### src/rtl/router_pkg.sv
// Shared router types and constants.
// Includes the flit-status unpacking helper used by the output ports.
package router_pkg;

    localparam int NUM_VCS        = 4;
    localparam int BUF_DEPTH      = 4;
    localparam int VC_W           = $clog2(NUM_VCS);
    localparam int CH_STATUS_BITS = 3 + VC_W;

    typedef enum logic [1:0] {
        VC_IDLE,
        VC_ACTIVE,
        VC_DRAIN
    } vc_state_t;

    typedef struct packed {
        logic            valid;
        logic [VC_W-1:0] vc;
        logic            head;
        logic            tail;
    } flit_status_t;

    // Layout, MSB first: {valid, vc, head, tail}
    function automatic flit_status_t unpack_flit_status(
        input logic [CH_STATUS_BITS-1:0] s
    );
        flit_status_t f;
        f.valid = s[CH_STATUS_BITS-1];
        f.vc    = s[2 +: VC_W];
        f.head  = s[1];
        f.tail  = s[0];
        return f;
    endfunction

endpackage

### src/rtl/vc_credit_counter.sv
// One VC's downstream credit counter, allocation FSM and error terms.
// Counts saturate at 0 and BUF_DEPTH; errors are sticky until reset.
module vc_credit_counter
    import router_pkg::*;
#(
    parameter int BUF_DEPTH = router_pkg::BUF_DEPTH,
    parameter int CNT_W     = $clog2(BUF_DEPTH + 1)
) (
    input  logic             clk,
    input  logic             reset,
    input  logic             dec,
    input  logic             inc,
    input  logic             alloc,
    input  logic             head,
    input  logic             tail,
    output logic [CNT_W-1:0] count,
    output logic             avail,
    output logic             free,
    output logic             err_ovf,
    output logic             err_udf
);

    localparam logic [CNT_W-1:0] FULL = CNT_W'(BUF_DEPTH);

    vc_state_t        state;
    vc_state_t        state_nxt;
    logic [CNT_W-1:0] count_nxt;
    logic             ovf_evt;
    logic             udf_evt;

    // Saturating count update; a coincident inc and dec cancel out
    always_comb begin
        count_nxt = count;
        ovf_evt   = 1'b0;
        udf_evt   = 1'b0;
        if (dec && !inc) begin
            if (count == '0) udf_evt = 1'b1;
            else             count_nxt = count - 1'b1;
        end else if (inc && !dec) begin
            if (count == FULL) ovf_evt = 1'b1;
            else               count_nxt = count + 1'b1;
        end
    end

    // Next VC state; drain completes once the next count is full again
    always_comb begin
        state_nxt = state;
        unique case (state)
            VC_IDLE: begin
                if (alloc)
                    state_nxt = (dec && head && tail) ? VC_DRAIN : VC_ACTIVE;
            end
            VC_ACTIVE: begin
                if (dec && tail) state_nxt = VC_DRAIN;
            end
            VC_DRAIN: begin
                if (count_nxt == FULL) state_nxt = VC_IDLE;
            end
            default: state_nxt = VC_IDLE;
        endcase
    end

    // State, count and sticky error registers
    always_ff @(posedge clk) begin
        if (reset) begin
            state   <= VC_IDLE;
            count   <= FULL;
            err_ovf <= 1'b0;
            err_udf <= 1'b0;
        end else begin
            state   <= state_nxt;
            count   <= count_nxt;
            err_ovf <= err_ovf | ovf_evt;
            err_udf <= err_udf | udf_evt;
        end
    end

    // Status decoded from the registered state and count
    always_comb begin
        avail = (count != '0);
        free  = (state == VC_IDLE) && (count == FULL);
    end

endmodule

### src/rtl/out_vc_credit_tracker.sv
// Credit and VC-state tracker for one router output port.
// Decodes flit and allocation events per VC and merges error flags.
module out_vc_credit_tracker
    import router_pkg::*;
#(
    parameter int NUM_VCS   = router_pkg::NUM_VCS,
    parameter int BUF_DEPTH = router_pkg::BUF_DEPTH,
    parameter int CNT_W     = $clog2(BUF_DEPTH + 1)
) (
    input  logic                       clk,
    input  logic                       reset,
    input  logic                       flit_valid,
    input  logic [$clog2(NUM_VCS)-1:0] flit_vc,
    input  logic                       flit_head,
    input  logic                       flit_tail,
    input  logic [NUM_VCS-1:0]         credit_in,
    input  logic                       vc_alloc_valid,
    input  logic [$clog2(NUM_VCS)-1:0] vc_alloc_id,
    output logic [NUM_VCS-1:0]         credit_avail,
    output logic [NUM_VCS-1:0]         vc_free,
    output logic [NUM_VCS*CNT_W-1:0]   credit_count,
    output logic                       err_overflow,
    output logic                       err_underflow
);

    localparam int VW = $clog2(NUM_VCS);

    logic [NUM_VCS-1:0] ovf_v;
    logic [NUM_VCS-1:0] udf_v;

    for (genvar v = 0; v < NUM_VCS; v++) begin : g_vc
        logic dec;
        logic alloc;

        assign dec   = flit_valid && (flit_vc == VW'(v));
        assign alloc = vc_alloc_valid && (vc_alloc_id == VW'(v));

        vc_credit_counter #(
            .BUF_DEPTH (BUF_DEPTH),
            .CNT_W     (CNT_W)
        ) u_cnt (
            .clk     (clk),
            .reset   (reset),
            .dec     (dec),
            .inc     (credit_in[v]),
            .alloc   (alloc),
            .head    (flit_head),
            .tail    (flit_tail),
            .count   (credit_count[v*CNT_W +: CNT_W]),
            .avail   (credit_avail[v]),
            .free    (vc_free[v]),
            .err_ovf (ovf_v[v]),
            .err_udf (udf_v[v])
        );
    end

    assign err_overflow  = |ovf_v;
    assign err_underflow = |udf_v;

endmodule

### config.mk
export PLATFORM = sky130hd
export DESIGN_NAME = out_vc_credit_tracker
export DESIGN_NICKNAME = d
export VERILOG_FILES = /design/src/rtl/router_pkg.sv /design/src/rtl/vc_credit_counter.sv /design/src/rtl/out_vc_credit_tracker.sv
export SDC_FILE = /design/constraint.sdc
export NUM_CORES = 1
export LEC_CHECK = 0
export CAP_MARGIN = 20
export CORE_MARGIN = 2
export CORE_UTILIZATION = 50
export DETAILED_ROUTE_END_ITERATION = 8
export PLACE_DENSITY = 0.77
export REMOVE_ABC_BUFFERS = 1
export SKIP_CTS_REPAIR_TIMING = 1
export SLEW_MARGIN = 5
export SYNTH_ARGS = -nofsm -noshare
export SYNTH_HDL_FRONTEND = slang
export SYNTH_SLANG_ARGS = --single-unit
export TNS_END_PERCENT = 50
### constraint.sdc
create_clock -name clk -period 3.92 [get_ports clk]
set_clock_uncertainty 0.05 [all_clocks]
set_input_delay 0.588 -clock clk [delete_from_list [all_inputs] [get_ports clk]]
set_output_delay 0.588 -clock clk [all_outputs]
set_load 0.02 [all_outputs]
==> impl_metrics.csv, run 1 <==
group,metric,value,unit
route,drtAntennaViolNets,0,
place,pre_cts_ws,1.188,ns
route,routed.top_layer,"met4",
critical_path,cp.required,3.28,ns
place,post-dp-hpwl,3140,um
layout,regArea,560.5,um^2
timing,rsz0062_at_grt,"no",
route,routed-wl-met2,1931,um
power_and_ir_drop,p_leak,0.0009053,uW
route,wl_met3,255,um
timing,setup_violations,0,
floorplan,fp.dieH,66.50,um
cts,clk_latency,0.27,ns
power_and_ir_drop,powerDensity,418.6,mW/mm^2
timing,finalSetupTns,0,ns
place,place.gp.congestion,0.8467,
grt,grt_first_pass_wirelength,7224,um
timing,finalCritPeriodShare,67.38,%
critical_path,cp_max_fo,7,
critical_path,worstPathCellList,"inv_1 > ha_1 > nand2_1 > nor3_1 > clkdlybuf4s50_1",
route,drc_errors,0,
timing,hold_slack,0.4233,ns
outcome,outcome,"completed",
floorplan,start_util,52.56,%
timing,drv_slew,0,
layout,final_cell_mix,"clkdlybuf4s50_1 (35), nor2_1 (31), dfxtp_1 (28)",
layout,layout-drive-gt1-share,5.185,%
layout,area_growth,18.39,%
synth,ys_seq_elements,28,
grt,grt_pass1_vias,1658,
route,vias,1794,
route,via_per_inst,5.642,
worst_hold_path,min_path_type,"reg -> reg",
grt,grt_antenna_before_repair,0,
synth,synth_top_cell_area_share,28.70,%
route,wl,4203,um
place,io_buffers,35,
synth,yosysSeqAreaShare,28.70,%
critical_path,r2r_cells,7,
route,wl_met1,1985,um
worst_hold_path,holdPathStages,2,
synth,syn_avg_cell_area,7.875,um^2
timing,fin_ws,1.279,ns
synth,synth-warning-count,0,
cts,cts-buffers-inserted,3,
layout,antennaDiodeCount,0,
cts,clk_pin_slew,0.09,ns
cts,cts.sinks,28,
cts,htreeDepth,1,
timing,finalHoldViolations,0,
critical_path,critPathKind,"reg -> out",
critical_path,crit_path_end_kind,"output pin",
grt,grt-ovfl-total,0,
cts,clockBufferDepth,2,
synth,syn_inst,248,
flow_run,max_cap_viol_count,0,
synth,async_reset_ff_share,0,%
power_and_ir_drop,peakVddDrop,0.3124,mV
floorplan,dieWidth,66.50,um
route,detail_route.first_pass.iterations,4,
grt,grtUsageTotal,20.73,%
power_and_ir_drop,total_power,968.0,uW
synth,yosysTopAreaCell,"dfxtp_1",
floorplan,coreArea,0.003716,mm^2
timing,min_period,2.641,ns
route,drt-initial-drc-count,130,
layout,fill_cells,344,
floorplan,row_count,22,
critical_path,cp.arrival,2.00,ns
layout,multi_input_area,0.001230,mm^2
critical_path,cpMaxStageDelayCell,"clkdlybuf4s50_1",
synth,ys_types,53,
grt,grt_max_degree,29,
cts,cts-root-buf,"clkbuf_8",
timing,tightest_slew,0.9820,ns
floorplan,dieArea,0.004422,mm^2
synth,synth_area_leaders,"dfxtp_1 (29%), ha_1 (7.7%), nor2_1 (6.0%), buf_4 (4.2%), nand2_1 (4.0%)",
synth,syn_area,0.001953,mm^2
timing,fmax,378.6,MHz
floorplan,ios,36,
synth,ys.flop_type,"dfxtp_1",
cts,cts_tree,"done",
route,wire_per_inst,13.22,um
layout,layout_commonest_cell,"clkdlybuf4s50_1",
place,postPlaceCellArea,0.002257,mm^2
layout,fin_area,0.002312,mm^2
critical_path,critPathLaunchType,"flip-flop",
timing,relSlewSlack,34.33,%
layout,num-nets-final,297,
synth,synth_edf_count,0,
critical_path,cpPeakStageDelay,0.64,ns
==> kinds of logic after synthesis <==
| logic type | count (synthesis) | synth area share (%) |
|---|---|---|
| buf+inv | 32 | 8.328 |
| compound gates | 56 | 20.50 |
| xor+xnor | 8 | 3.588 |
| fa+ha+maj | 12 | 7.687 |
| simple gates | 109 | 29.66 |
| flops | 28 | 28.70 |
| mux | 3 | 1.538 |
==> per-layer routing <==
metal / GRT usage, % / vias to the layer above
met5: 0 / -
met4: 6.122 / 0
met3: 3.716 / 4
met2: 34.13 / 55
met1: 27.58 / 812
li1: - / 923
==> worst max-delay path, delay by kind of cell, from the launching register on <==
family / cells / cell delay, ns
buf+inv: 2 / 0.76
flops: 1 / 0.37
simple gates: 2 / 0.32
fa+ha+maj: 1 / 0.28
==> cell type report <==
class                   count  area share (%)
inverters                  15           2.435
well taps                  48           2.597
repair buffers             35           15.15
clock buffers               4           2.381
multi-input cells         188           53.19
flip-flops and latches     28           24.24
==> worst paths after layout <==
check	from	endpoint	slack (ns)
worst max-delay path	g_vc[0].u_cnt.count[1]	vc_free[0]	1.28
worst min register to register	g_vc[0].u_cnt.err_udf	g_vc[0].u_cnt.err_udf	0.42
worst min-delay path	g_vc[0].u_cnt.err_udf	g_vc[0].u_cnt.err_udf	0.42
worst max register to register	g_vc[2].u_cnt.count[1]	g_vc[2].u_cnt.state[1]	1.98
==> stage by stage <==
stage          utilization (%)  cells
6_report                 62.22    318
5_1_grt                  62.22    318
4_1_cts                  62.22    318
3_5_place_dp             60.74    314
3_3_place_gp             60.74    314
2_1_floorplan                -    231
==> where the power goes <==
part / internal, uW / switching, uW / total (uW)
logic: 201 / 243 / 444
clock network: 89.8 / 87.8 / 178
registers: 315 / 31.7 / 346
==> Yosys cell counts (all sizes together), types with 2 or more instances <==
library cell   n
nor2          31
dfxtp         28
nand2         21
inv           15
nor3          13
a21oi         12
buf           12
ha            12
o21ai          8
xnor2          7
a31oi          6
nand2b         6
nand3          6
clkbuf         5
nor2b          5
a21o           4
a22oi          4
nand3b         4
or2            4
a211oi         3
a311oi         3
mux2i          3
nor3b          3
nor4b          3
a221oi         2
a2bb2oi        2
a32oi          2
a41oi          2
and3           2
nand4          2
o2bb2ai        2
or3b           2
or4            2
==> state kept, by name, indices dropped and copies added, names as in the netlist <==
name	count
g_vc.u_cnt.err_udf	4
g_vc.u_cnt.count	12
g_vc.u_cnt.state	8
g_vc.u_cnt.err_ovf	4
Note: power is estimated with default switching activity, not from simulation.
==> run 2: changes to the inputs <==
Settings changed: CORE_UTILIZATION 50 to 47, PLACE_DENSITY 0.77 to 0.76.
Clock period 3.92 ns to 2.15 ns, I/O delays scaled along.
==> run 2 against run 1 <==
Utilization is 0.74 points higher; via count up 6.3%; cell area is 8.9% higher; first-iteration DRC count rose by 6.2%; critical path depth down 3; count of clock-buffer cells in the layout decreased by 1; register-to-register slack lost 1.8 ns; sequential share of layout area decreased by 2.0 points; die area increased by 6.0%; critical path type unchanged; highest routed layer unchanged.
==> impl_metrics.csv, run 2 (synthesis gave the netlist of run 1 again) <==
group,metric,value,unit
critical_path,regToRegEndpoint,"g_vc[2].u_cnt.state[1]",
timing,drv_slew,0,
critical_path,crit_path_end_kind,"output pin",
flow_run,max_cap_viol_count,0,
power_and_ir_drop,power.internal,1242,uW
route,vias,1907,
timing,setup_violations,0,
layout,layout_commonest_cell,"nor2_1",
timing,fmax,486.8,MHz
critical_path,cp.arrival,1.68,ns
power_and_ir_drop,total_power,1933,uW
route,wire_per_inst,13.32,um
timing,finalCritPeriodShare,95.54,%
layout,area_growth,28.96,%
outcome,outcome,"completed",
cts,cts-buffers-inserted,3,
route,drtAntennaViolNets,0,
critical_path,startpoint,"g_vc[1].u_cnt.err_ovf",
route,wl,4555,um
layout,largest_register_ffs,12,
route,detail_route.first_pass.iterations,4,
layout,antennaDiodeCount,0,
cts,htreeDepth,1,
route,via_per_inst,5.576,
floorplan,coreArea,0.004000,mm^2
floorplan,dieArea,0.004687,mm^2
power_and_ir_drop,peakVddDrop,0.5869,mV
layout,num-nets-final,319,
critical_path,r2r_slack,0.21,ns
place,post-dp-hpwl,3480,um
place,postPlaceCellArea,0.002425,mm^2
timing,relSlewSlack,74.04,%
power_and_ir_drop,p_leak,0.001046,uW
cts,cts.sinks,28,
critical_path,r2r_start,"g_vc[2].u_cnt.count[1]",
grt,grt_antenna_before_repair,0,
timing,tightest_slew,0.3840,ns
power_and_ir_drop,sw_frac_of_total,35.74,%
route,drc_errors,0,
critical_path,cp.required,1.78,ns
critical_path,cp_max_fo,2,
critical_path,critPathKind,"reg -> out",
timing,min_period,2.054,ns
floorplan,dieWidth,68.47,um
floorplan,row_count,23,
cts,cts_tree,"done",
critical_path,cp-endpoint,"err_overflow",
floorplan,start_util,48.83,%
power_and_ir_drop,powerDensity,767.5,mW/mm^2
layout,largest-register,"g_vc.u_cnt.count",
cts,cts-root-buf,"clkbuf_8",
power_and_ir_drop,clkPwrFrac,21.8,%
layout,reg_top3,"g_vc.u_cnt.count (12), g_vc.u_cnt.state (8)",
place,io_buffers,35,
route,drt-initial-drc-count,138,
grt,grtUsageTotal,21.50,%
cts,clockBufferDepth,2,
cts,clk_pin_slew,0.10,ns
critical_path,r2r_cells,7,
grt,grt_max_degree,25,
floorplan,fp.dieH,68.47,um
grt,grt_pass1_vias,1745,
worst_hold_path,min_path_type,"reg -> reg",
worst_hold_path,holdPathStages,2,
layout,finalCoreUtilization,62.97,%
critical_path,critPathLaunchType,"flip-flop",
layout,fin_area,0.002519,mm^2
layout,final_cell_mix,"nor2_1 (31), dfxtp_1 (28), clkdlybuf4s50_1 (27)",
power_and_ir_drop,p_sw,690.9,uW
layout,layout-drive-gt1-share,12.67,%
grt,grt_first_pass_wirelength,7700,um
place,place.gp.congestion,0.8224,
timing,rsz0062_at_grt,"no",
power_and_ir_drop,seqPwrFrac,32.3,%
cts,clk_latency,0.28,ns
floorplan,ios,36,
power_and_ir_drop,p_comb_share,45.9,%
grt,grt-ovfl-total,0,
timing,finalHoldViolations,0,
## run 2: power groups by stage
stage               sequential, uW  clock [uW]  combinational (uW)
floorplan                      677           0                 482
global placement               635           0                 880
detailed placement             637           0                 890
CTS                            626         433                 898
global route                   634         447                 977
finish                         625         421                 886
## run 2: through the flow
stage,instances,setup slack [ns],hold slack (ns),setup TNS [ns]
after floorplan,231,0.2653,0.3446,0
after global placement,338,-0.01760,0.3952,-0.01760
after detailed placement,338,-0.02176,0.4071,-0.02176
after CTS,342,-0.2363,0.4334,-1.018
after global routing,342,0.05151,0.4474,0
final,342,0.09593,0.4285,0
## run 2: worst min path at each step
stage / slack (ns) / end / startpoint
2_1_floorplan: 0.34 / g_vc[1].u_cnt.state[1] / reset
3_3_place_gp: 0.40 / g_vc[0].u_cnt.err_udf / g_vc[0].u_cnt.err_udf
3_5_place_dp: 0.41 / g_vc[0].u_cnt.err_udf / g_vc[0].u_cnt.err_udf
4_1_cts: 0.43 / g_vc[0].u_cnt.err_udf / g_vc[0].u_cnt.err_udf
5_1_grt: 0.45 / g_vc[0].u_cnt.err_udf / g_vc[0].u_cnt.err_udf
6_report: 0.43 / g_vc[0].u_cnt.err_udf / g_vc[0].u_cnt.err_udf
## run 2: routing by layer
layer	routed length [um]	GRT usage, %	up-vias
met5	0	0	-
met4	61	7.000	0
met3	196	4.112	10
met2	2182	35.82	53
met1	2115	27.71	876
li1	-	-	968
## run 2: critical path: stages (launching register included)
cell             delay, ns
dfxtp_1               0.34
or4_1                 0.51
clkdlybuf4s50_1       0.55
## run 2: layout make-up
| type | count | area [um^2] |
|---|---|---|
| Timing Repair Buffer | 57 | 535.5 |
| Clock buffer | 3 | 41.29 |
| Sequential cell | 28 | 560.5 |
| Inverter | 15 | 56.30 |
| Multi-Input combinational cell | 188 | 1232 |
| Clock inverter | 1 | 30.03 |
| Fill cell | 369 | 1481 |
| Tap cell | 50 | 62.56 |
==> run 3: changes to the inputs <==
Settings changed: CTS_CLUSTER_DIAMETER set to 150.
==> results of run 3 <==
No change in the layout: final DEF, timing and power equal those of run 2.
